[src/rtl/countdown_session_ctrl.sv]
// countdown_session_ctrl: drives a countdown timer for one answer session and presents
// status plus a blinking two-digit BCD display of the remaining seconds.
module countdown_session_ctrl #(
   parameter int CLK_FREQ    = 100_000_000,
   parameter int DEFAULT_SEC = 10,
   parameter int WARN_SEC    = 3
) (
   input  logic       clk,
   input  logic       rst_n,
   input  logic       i_arm,
   input  logic [3:0] i_sec_cfg,
   input  logic       i_pause,
   input  logic       i_done,
   input  logic       i_abort,
   output logic       o_tmr_start,
   output logic       o_tmr_en,
   output logic [3:0] o_tmr_init,
   input  logic       i_tmr_timeout,
   input  logic [3:0] i_tmr_sec,
   output logic       o_busy,
   output logic       o_paused,
   output logic       o_finished,
   output logic       o_expired,
   output logic [3:0] o_result_sec,
   output logic       o_disp_en,
   output logic [7:0] o_disp_bcd
);
   localparam logic [2:0] S_IDLE   = 3'd0;
   localparam logic [2:0] S_LOAD   = 3'd1;
   localparam logic [2:0] S_RUN    = 3'd2;
   localparam logic [2:0] S_PAUSE  = 3'd3;
   localparam logic [2:0] S_FINISH = 3'd4;
   localparam logic [2:0] S_EXPIRE = 3'd5;
   localparam logic [31:0] HALF_LAST = 32'(CLK_FREQ / 4 - 1);
   localparam logic [3:0]  DEF       = 4'(DEFAULT_SEC);
   localparam logic [3:0]  WARN      = 4'(WARN_SEC);

   logic [2:0]  r_state;
   logic [31:0] r_blink_cnt;
   logic        r_phase;
   logic        r_in_warn;
   logic [2:0]  w_next;
   logic        w_capture;
   logic [3:0]  w_result;
   logic [3:0]  w_disp_sec;
   logic        w_tens;
   logic [3:0]  w_units;
   logic        w_active;
   logic        w_warn;
   logic        w_wrap;
   logic        w_restart;
   logic        w_phase;
   logic [31:0] w_cnt;

   // Event priority: abort > arm > timeout > done > pause.
   always_comb begin
      w_next    = r_state;
      w_capture = 1'b0;
      if (i_abort)
         w_next = S_IDLE;
      else if (i_arm)
         w_next = S_LOAD;
      else
         case (r_state)
            S_LOAD: w_next = S_RUN;
            S_RUN, S_PAUSE: begin
               if (i_tmr_timeout)
                  w_next = S_EXPIRE;
               else if (i_done) begin
                  w_next    = S_FINISH;
                  w_capture = 1'b1;
               end else if (i_pause)
                  w_next = (r_state == S_RUN) ? S_PAUSE : S_RUN;
            end
            default: w_next = r_state;
         endcase
   end

   // Outputs are registered from the next state so they line up with r_state.
   always_comb begin
      w_result   = w_capture ? i_tmr_sec : o_result_sec;
      w_active   = (w_next == S_LOAD) || (w_next == S_RUN) || (w_next == S_PAUSE);
      w_disp_sec = w_active ? i_tmr_sec : (w_next == S_FINISH) ? w_result : 4'd0;
      w_tens     = w_disp_sec >= 4'd10;
      w_units    = w_disp_sec - (w_tens ? 4'd10 : 4'd0);
      w_warn     = (w_next == S_RUN) && (i_tmr_sec != 4'd0) && (i_tmr_sec <= WARN);
      w_wrap     = r_blink_cnt == HALF_LAST;
      w_restart  = !w_warn || !r_in_warn;
      w_phase    = w_restart ? 1'b1 : w_wrap ? ~r_phase : r_phase;
      w_cnt      = (w_restart || w_wrap) ? 32'd0 : r_blink_cnt + 32'd1;
   end

   always_ff @(posedge clk or negedge rst_n) begin
      if (!rst_n) begin
         r_state      <= S_IDLE;
         r_blink_cnt  <= 32'd0;
         r_phase      <= 1'b1;
         r_in_warn    <= 1'b0;
         o_tmr_start  <= 1'b0;
         o_tmr_en     <= 1'b0;
         o_tmr_init   <= DEF;
         o_busy       <= 1'b0;
         o_paused     <= 1'b0;
         o_finished   <= 1'b0;
         o_expired    <= 1'b0;
         o_result_sec <= 4'd0;
         o_disp_en    <= 1'b0;
         o_disp_bcd   <= 8'h00;
      end else begin
         r_state      <= w_next;
         r_blink_cnt  <= w_cnt;
         r_phase      <= w_phase;
         r_in_warn    <= w_warn;
         o_tmr_start  <= w_next == S_LOAD;
         o_tmr_en     <= w_next == S_RUN;
         o_tmr_init   <= (!i_abort && i_arm) ? ((i_sec_cfg == 4'd0) ? DEF : i_sec_cfg) : o_tmr_init;
         o_busy       <= w_active;
         o_paused     <= w_next == S_PAUSE;
         o_finished   <= w_next == S_FINISH;
         o_expired    <= w_next == S_EXPIRE;
         o_result_sec <= w_result;
         o_disp_en    <= (w_next == S_IDLE) ? 1'b0 : w_warn ? w_phase : 1'b1;
         o_disp_bcd   <= {3'b000, w_tens, w_units};
      end
   end
endmodule

[config.mk]
export PLATFORM = sky130hd
export DESIGN_NAME = countdown_session_ctrl
export DESIGN_NICKNAME = d
export VERILOG_FILES = /design/src/rtl/countdown_session_ctrl.sv
export SDC_FILE = /design/constraint.sdc
export NUM_CORES = 1
export LEC_CHECK = 0
export ABC_CLOCK_PERIOD_IN_PS = 2800
export CAP_MARGIN = 20
export CORE_MARGIN = 1.5
export CORE_UTILIZATION = 40
export DETAILED_ROUTE_END_ITERATION = 8
export PLACE_DENSITY = 0.67
export SLEW_MARGIN = 20
export SYNTH_ARGS = -nofsm -noshare
export SYNTH_HDL_FRONTEND = slang
export SYNTH_SLANG_ARGS = --single-unit
[constraint.sdc]
create_clock -name clk -period 2.8 [get_ports clk]
set_input_delay 0.42 -clock clk [delete_from_list [all_inputs] [get_ports clk]]
set_output_delay 0.42 -clock clk [all_outputs]
set_load 0.02 [all_outputs]
Word-level counts from Yosys, hierarchy flattened. Index checks and enable logic that the tools add are counted.

Output and inout port bits: 23. Logic and storage cells: 64. Flip-flop bits (word level): 57. Bits of input ports: 15.

Bitwise logic cells: 1. Muxes and demuxes: 22. Reduce and logical (&&, ||, !) cells: 14. Add/subtract/negate cells: 2. Eq/ne operators: 9. Magnitude comparators: 2.

Operators with widths (count): $add A32 B1 Y32 const B (1); $eq A32 B25 Y1 const B (1); $mux W32 (1); $mux W4 (5); $mux W3 (5); $eq A3 B2 Y1 const B (4); $mux W1 (10); $eq A3 B1 Y1 const B (2); $eq A3 B3 Y1 const B (2); $pmux W3 S2 (1); $ge A4 B4 Y1 const B (1); $le A4 B2 Y1 const B (1); $logic_not A4 Y1 (1); $logic_or A1 B1 Y1 (4); $reduce_bool A4 Y1 (1); $sub A4 B4 Y4 (1); $logic_and A1 B1 Y1 (3); $logic_not A1 Y1 (3); $logic_not A3 Y1 (1); $reduce_or A2 Y1 (1); $not A1 Y1 (1).

Longest topological paths before layout. Gate-level depths: netlist of run 1.

Word-level depth: 16. Gate-level depth with buffers: 10. Gate-level depth less buffers: 9.

Worst setup path after synthesis of run 1. Ideal clock, no wire load.

Path type: register to register. From: register r_state[2]. To: register o_disp_bcd[3]. Setup time: 123 ps. Arrival time: 2021 ps. Required time: 2677 ps. Cell stages (with the launch flop): 10. Buffers on the path: 1. Slack: 656 ps. Clock period less this slack: 2144 ps. Path through: dfrtp_1 > nand2b_4 > or3_1 > a21o_1 > buf_6 > a21oi_1 > a22oi_1 > ha_1 > ha_1 > xnor2_1.

Longest elaborated chain between the ends: 15. Elaborated cells on any way between the ends: 26. Classes of those cells: add/sub: 1; order compare: 1; eq/ne: 7; mux: 14; reduce/logical: 3.

Ends and longest elaborated chain: start, declared (line 38) `logic [2:0] r_state;`; start signal, assigned (line 110) `r_state <= w_next;`; $eq A3 B2 Y1 (line 64, 73); $mux W1 (line 73) `w_next = (r_state == S_RUN) ? S_PAUSE : S_RUN;`; $mux W3 (line 72) `end else if (i_pause)`; $mux W3 (line 69) `else if (i_done) begin`; $mux W3 (line 67) `if (i_tmr_timeout)`; $pmux W3 S2 * (line 64) `case (r_state)`; $mux W3 * (line 61) `else if (i_arm)`; $mux W3 * (line 59) `if (i_abort)`; $eq A3 B1 Y1 / $eq A3 B2 Y1 (equally long branches) (line 82) `w_active = (w_next == S_LOAD) || (w_next == S_RUN) || (w_next == S_PAUSE);`; $logic_or A1 B1 Y1 (line 82); $logic_or A1 B1 Y1 * (line 82); via w_active (line 48) `logic w_active;`; $mux W4 * (line 83) `w_disp_sec = w_active ? i_tmr_sec : (w_next == S_FINISH) ? w_result : 4'd0;`; $ge A4 B4 Y1 (line 84) `w_tens = w_disp_sec >= 4'd10;`; $mux W4 (line 85) `w_units = w_disp_sec - (w_tens ? 4'd10 : 4'd0);`; $sub A4 B4 Y4 * (line 85); via w_units[3] (line 47) `logic [3:0] w_units;`; end signal, assigned (line 123) `o_disp_bcd <= {3'b000, w_tens, w_units};`; end, declared (line 26) `output logic [7:0] o_disp_bcd`.

Mark *: on every way through the listed nets, which the timed path passes. The rest lies on a longest branch. A chain may end at the register's enable or synchronous reset.

Worst setup path after layout of run 1.
From: register r_state[1]. To: register o_disp_bcd[3].

Longest elaborated chain between the ends: 15. Elaborated cells on any way between the ends: 26. Classes of those cells: add/sub: 1; order compare: 1; eq/ne: 7; mux: 14; reduce/logical: 3.

Ends and longest elaborated chain: $eq A3 B2 Y1 (line 64, 73); $mux W1 (line 73); $mux W3 (line 72); $mux W3 (line 69); $mux W3 (line 67); $pmux W3 S2 * (line 64); $mux W3 * (line 61); $mux W3 * (line 59); via w_next[0] (line 42) `logic [2:0] w_next;`; $eq A3 B1 Y1 / $eq A3 B2 Y1 (equally long branches) (line 82); $logic_or A1 B1 Y1 (2 in series) (line 82); $mux W4 * (line 83); $ge A4 B4 Y1 * (line 84); via w_tens (line 46) `logic w_tens;`; $mux W4 * (line 85); $sub A4 B4 Y4 * (line 85); via w_units[3] (line 47).

Marked as above.

==> summary.txt, run 1 <==
Status
  • Outcome: complete, but fails checks
  • Failing checks: design-rule violations

Power and ir drop
  • Max VDD drop: 0.544 mV
  • P_leak: 1.48 nW
  • PD cells: 591 mW/mm^2
  • Final Total Pwr: 0.00199 W

Clocking
  • Clk slew on worst S/H paths: 0.07 ns
  • CTS Buf Count: 9
  • CTS tree: yes
  • Postcts setup bufs: 0
  • CTS sink cnt: 57
  • Number of gates resized after cts: 0
  • # hold bufs at CTS: 0
  • Max H-tree Level: 3
  • CTS max path bufs: 2
  • Skew-Pair Late Insertion Delay: 0.34 ns
  • Root Driver: clkbuf_8

Logic synthesis
  • Syn Inst Count: 260
  • Share of the synthesized area in the top cell type: 49.6%
  • Compound-Gate Fraction of Synth Area: 5.97%
  • YS warnings: 0
  • Syn_area_per_cell: 10.5 um^2
  • Post-synthesis mux area share: 2.07%
  • Synthesized cell area: 0.00273 mm^2
  • Synth Register Bits: 57
  • Top post-synthesis cells by area: dfrtp_1 50%, nor2_1 6.5%, xor2_1 5.8%
  • Simple-Gate Fraction of Synth Area: 22.9%
  • Most frequent cells after synthesis: 54 x dfrtp_1, 47 x nor2_1, 18 x xor2_1
  • Post-synth top flop: dfrtp_1
  • Number of enable flip-flop cells after synthesis: 0
  • Seq/Total Area, Yosys: 52.5%
  • Synth area leader: dfrtp_1
  • Most frequent cell after synthesis: dfrtp_1
  • Synth Area in Adders: 1.38%
  • Largest family of logic cells by synthesized area: simple AND/OR/NAND/NOR gates
  • Xor and xnor area share after synthesis: 10.6%
  • FFs w/ async S/R, synth: 100%
  • Distinct cell type count of the synthesized netlist: 44

STA
  • Setup tns final: 0 ns
  • Tcrit/Tclk final: 87.1%
  • Clock Skews: 0.00438 ns
  • Post-layout min period: 2.44 ns
  • Hold Slack: 0.0363 ns
  • Relative slew slack: 49.9%
  • Hold Violations, Final: 0
  • F_max: 410 MHz
  • Unrepaired setup endpoints after global routing: false
  • Worst Tran Pin Value: 0.744 ns
  • Final setup viols: 0
  • Max Slew Vio Count: 0

Drt
  • Detailed Route Iter0 Violations: 90
  • Total Routed Length: 5.25 mm
  • Router iterations before antenna repair: 6
  • DR vias: 1972
  • Per-cell routed wire length: 13.6 um
  • Drt drc: 5
  • Vias/cell: 5.12
  • Post-route ant nets: 0

Setup path
  • Reg2reg setup slack: 0.36 ns
  • Worst reg2reg startpoint: r_state[1]
  • Setup Crit Path Kind: flip-flop to flip-flop
  • Startpoint types: flip-flop
  • Cells on worst reg2reg path: 9
  • Crit path capture type: flip-flop
  • Worst Path Max Fanout: 9
  • Crit path required time: 3.07 ns
  • WP data arrival: 2.70 ns
  • FF-to-FF End: o_disp_bcd[3]

Floorplanning
  • Die area: 0.00732 mm^2
  • Die X: 85.6 um
  • Initial Utilization: 42.2%
  • Rows: 29
  • Core box area: 0.00646 mm^2
  • Die H: 85.6 um
  • IO Pins: 38

Placed design
  • Routability Congestion: 0.783
  • # port buffers: 34
  • Placed Cells incl. Taps: 369
  • Post-DP HPWL: 3.71 mm

Layout
  • Finished Layout Cells: 385
  • Filler instances: 586
  • Layout Nets: 321
  • Area grow syn2layout: 23.7%
  • Share of cells above drive strength 1: 13.3%
  • Antenna Cells: 0

Global routing
  • Vias in the first global route: 1885
  • Total GRT Usage: 15.8%
  • GR Overflow Total: 0
  • Pin count of the biggest net entering global routing: 37
  • First-pass GRT wire length: 8.96 mm
  • Initial antenna violation count: 0

Worst hold path
  • Hold crit path type: input port to async pin

Run
  • Max cap viols: 0
[state kept, by name, summed over array words and instances (netlist names), 3 cells and up]
| name | cells |
|---|---|
| o_disp_bcd | 5 |
| o_result_sec | 4 |
| o_tmr_init | 4 |
| r_blink_cnt | 32 |
| r_state | 3 |
[per-layer routing]
metal	part of all wire [%]	global-route usage, %	up-vias
met3	5.8	5.39	13
met2	46	24.4	52
met1	46	19.8	936
li1	-	-	971
met4	2.0	7.92	0
met5	0	0	-
[power breakdown]
group / switching (W) / total (W) / internal [W]
sequential: 0.0000136 / 0.000868 / 0.000855
combinational: 0.000103 / 0.000195 / 0.0000911
clock: 0.000341 / 0.000931 / 0.000590
[placed cells by master (no fill, tap or decap), drive strengths merged, types with 10 or more instances in the layout]
cell type	Yosys	final
nand3	16	16
nand2	13	13
and3	10	10
clkdlybuf4s50	0	33
nand4	10	10
nor2	48	48
dfrtp	54	54
inv	11	11
xnor2	15	15
xor2	18	18
[metrics by stage]
stage	worst slack, ns	cell area [um^2]	util, %
floorplan	0.656	2730	-
global placement	0.138	3130	48.5
detailed placement	0.0437	3130	48.5
CTS	0.384	3370	52.2
global route	0.145	3370	52.2
finish	0.362	3370	52.2
[worst max path at each step]
stage | startpoint | endpoint | slack, ns | cells past startpoint
6_report | r_state[1] | o_disp_bcd[3] | 0.36 | 9
5_1_grt | r_state[1] | o_disp_bcd[3] | 0.14 | 9
4_1_cts | r_state[1] | o_disp_bcd[3] | 0.38 | 9
3_5_place_dp | i_done | o_disp_bcd[3] | 0.04 | 9
3_3_place_gp | i_done | o_disp_bcd[3] | 0.14 | 9
2_1_floorplan | r_state[2] | o_disp_bcd[3] | 0.66 | 9
[logic make-up after synthesis]
family                   after synthesis
other                                  1
AND/OR/NAND/NOR                      121
flip-flops                            57
buffers and inverters                 21
multiplexers                           5
XOR/XNOR                              33
AO/OA/AOI/OAI                         19
adder cells (fa/ha/maj)                3
[area by class of cell]
type	count	area (um^2)	share of cell area, %
repair buffers	40	380	11.3
inverters	11	41.3	1.22
multi-input cells	184	1180	35.0
flip-flops and latches	57	1430	42.4
clock inverters	7	119	3.53
clock buffers	9	124	3.67
well taps	77	96.3	2.86
[worst max-delay path, cell delays in order, from the launching register on]
cell	delay, ns
dfrtp_1	0.44
nor2b_1	0.18
a221oi_1	0.25
a21o_1	0.35
inv_2	0.12
nor4_1	0.36
o22a_1	0.23
ha_1	0.15
ha_1	0.16
xnor2_1	0.11
Note: power is estimated with default switching activity, not from simulation.
==> run 2, diff against run 1 <==
--- a/config.mk
+++ b/config.mk
@@ -7,10 +7,13 @@
 export LEC_CHECK = 0
 export ABC_CLOCK_PERIOD_IN_PS = 2800
 export CAP_MARGIN = 20
+export CORE_ASPECT_RATIO = 1.5
 export CORE_MARGIN = 1.5
 export CORE_UTILIZATION = 40
 export DETAILED_ROUTE_END_ITERATION = 8
+export GPL_TIMING_DRIVEN = 0
 export PLACE_DENSITY = 0.67
+export REMOVE_ABC_BUFFERS = 1
 export SLEW_MARGIN = 20
 export SYNTH_ARGS = -nofsm -noshare
 export SYNTH_HDL_FRONTEND = slang
==> run 2 against run 1 <==
Effect of this change:
- the run now ends clean
- combinational power is 3% lower
- count of clock-buffer cells in the layout is 5 higher
- global-route usage hardly changed
- critical path depth stayed put
- largest power group is now sequential cells
==> summary.txt, run 2 (same netlist as run 1, synthesis figures left out) <==
Status
  • Outcome: complete, no violations

Global routing
  • First-pass GRT wire length: 9.06 mm (+1.2%)
  • Vias in the first global route: 1968 (+4.4%)
  • Pin count of the biggest net entering global routing: 58 (+57%)
  • Total GRT Usage: 15.8% (about the same)
  • Initial antenna violation count: 0 (unchanged)
  • GR Overflow Total: 0 (unchanged)

Layout
  • Most frequent cells in the layout: 54 x dfrtp_1, 47 x nor2_1, 33 x clkdlybuf4s50_1
  • Area grow syn2layout: 21.2%
  • Top reg by flops: r_blink_cnt
  • Most common cell after layout, fill and taps aside: dfrtp_1
  • Antenna Cells: 0 (unchanged)
  • Post-route cell area: 0.00330 mm^2 (-2.0%)
  • Largest register FFs: 32 (unchanged)
  • Layout Nets: 315 (-1.9%)
  • Filler instances: 603 (+2.9%)
  • Share of cells above drive strength 1: 11.3% (-2.1 points)
  • Biggest regs: r_blink_cnt (32), o_disp_bcd (5)

Drt
  • Vias/cell: 5.18 (+1.2%)
  • Post-route ant nets: 0 (unchanged)
  • Detailed Route Iter0 Violations: 148 (+64%)
  • Total Routed Length: 5.27 mm (+0.42%)
  • Router iterations before antenna repair: 4 (-2)
  • Per-cell routed wire length: 13.9 um (+2.3%)
  • DR vias: 1959 (-0.66%)
  • Drt drc: 0 (-5)

Setup path
  • Startpoint types: input port
  • Worst Path Max Fanout: 9 (unchanged)
  • Cells on worst reg2reg path: 9 (unchanged)
  • WP data arrival: 2.79 ns (+0.09 ns)
  • Crit path required time: 3.07 ns (about the same)
  • Setup Crit Path Kind: input port to flip-flop
  • Crit path capture type: flip-flop

STA
  • Unrepaired setup endpoints after global routing: false
  • Final worst setup slack: 0.280 ns (-0.0829 ns)
  • Tcrit/Tclk final: 90.0% (+3.0 points)
  • Post-layout min period: 2.52 ns (+0.0829 ns)
  • Setup tns final: 0 ns (unchanged)
  • Hold Violations, Final: 0 (unchanged)
  • Clock Skews: 0.0104 ns (+0.00600 ns)
  • Final setup viols: 0 (unchanged)
  • Relative slew slack: 52.6% (+2.7 points)
  • Hold Slack: 0.132 ns (+0.0952 ns)
  • Worst Tran Pin Value: 0.712 ns (-0.0329 ns)
  • Max Slew Vio Count: 0 (unchanged)
  • F_max: 397 MHz (-3.3%)

Floorplanning
  • Core box area: 0.00653 mm^2 (+1.1%)
  • Rows: 36 (+24%)
  • IO Pins: 38 (unchanged)
  • Die area: 0.00733 mm^2 (+0.13%)
  • Die H: 104 um (+22%)
  • Die X: 70.4 um (-18%)
  • Initial Utilization: 41.7% (-0.47 points)

Clocking
  • Postcts setup bufs: 0 (unchanged)
  • CTS max path bufs: 2 (unchanged)
  • CTS sink cnt: 57 (unchanged)
  • Clk slew on worst S/H paths: 0.07 ns (about the same)
  • CTS tree: yes
  • Root Driver: clkbuf_8
  • Max H-tree Level: 3 (unchanged)
  • Number of gates resized after cts: 0 (unchanged)
  • # hold bufs at CTS: 0 (unchanged)
  • CTS Buf Count: 9 (unchanged)
  • Skew-Pair Late Insertion Delay: 0.34 ns (about the same)

Power and ir drop
  • P_leak: 1.45 nW (-2.1%)
  • Max VDD drop: 0.283 mV (-48%)
  • PD cells: 571 mW/mm^2 (-3.4%)

Placed design
  • Routability Congestion: 0.783 (about the same)
  • # port buffers: 34 (unchanged)
  • Post-DP HPWL: 3.73 mm (+0.55%)
  • Post-DP Area: 0.00309 mm^2 (-1.4%)
  • Post-Place Worst Slack: -0.0691 ns (-0.113 ns)

Worst hold path
  • Hold crit path type: input port to async pin

Run
  • Max cap viols: 0 (unchanged)
[run 2: cell count changes in the layout (fill, tap and decap cells not counted), sizes merged]
cell      delta
bufinv       -2
clkinvlp     -2
clkinv       -1
clkbuf       +5
buf          -6
[run 2: worst max-delay path: stages]
cell	delay (ns)
clkdlybuf4s50_1	0.54
nor2_1	0.08
o221ai_2	0.42
inv_1	0.16
nor4_1	0.47
o22a_1	0.26
ha_1	0.16
ha_1	0.16
xnor2_1	0.11
[run 2: cell type report]
class	count	area (um^2)	area share, %
Clock buffer	14	183	5.53
Clock inverter	2	35.0	1.06
Inverter	11	41.3	1.25
Multi-Input combinational cell	184	1180	35.8
Sequential cell	57	1430	43.3
Tap cell	76	95.1	2.88
Timing Repair Buffer	34	338	10.2
[run 2: path summary, 6_finish.rpt]
check,slack [ns],end,from
worst max-delay path,0.28,o_disp_bcd[3],i_done
worst min-delay path,0.13,r_blink_cnt[18],rst_n
worst max register to register,0.33,o_disp_bcd[3],r_state[1]
worst min register to register,0.47,o_tmr_init[3],o_tmr_init[3]
max in group asynchronous,2.19,r_blink_cnt[27],rst_n
min in group clk,0.47,o_tmr_init[3],o_tmr_init[3]
[run 2: per-layer routing]
layer / up-vias / GRT usage, % / routed length [um]
met5: - / 0 / 0
met4: 0 / 7.42 / 105
met3: 7 / 5.04 / 184
met2: 29 / 27.3 / 2900
met1: 969 / 17.2 / 2080
li1: 954 / - / -
[run 2: where the power goes]
part / internal (W) / switching [W] / leakage [nW]
clock: 0.000507 / 0.000322 / 0.113
sequential: 0.000855 / 0.0000127 / 0.771
combinational: 0.0000880 / 0.000102 / 0.567
total: 0.00145 / 0.000436 / 1.45
[run 2: metrics by stage]
step	total power, W	instances	util, %
6_report	0.00189	378	50.6
5_1_grt	0.00197	378	50.6
4_1_cts	0.00191	378	50.6
3_5_place_dp	0.00108	362	47.2
3_3_place_gp	0.00107	362	47.3
2_1_floorplan	0.000971	252	-
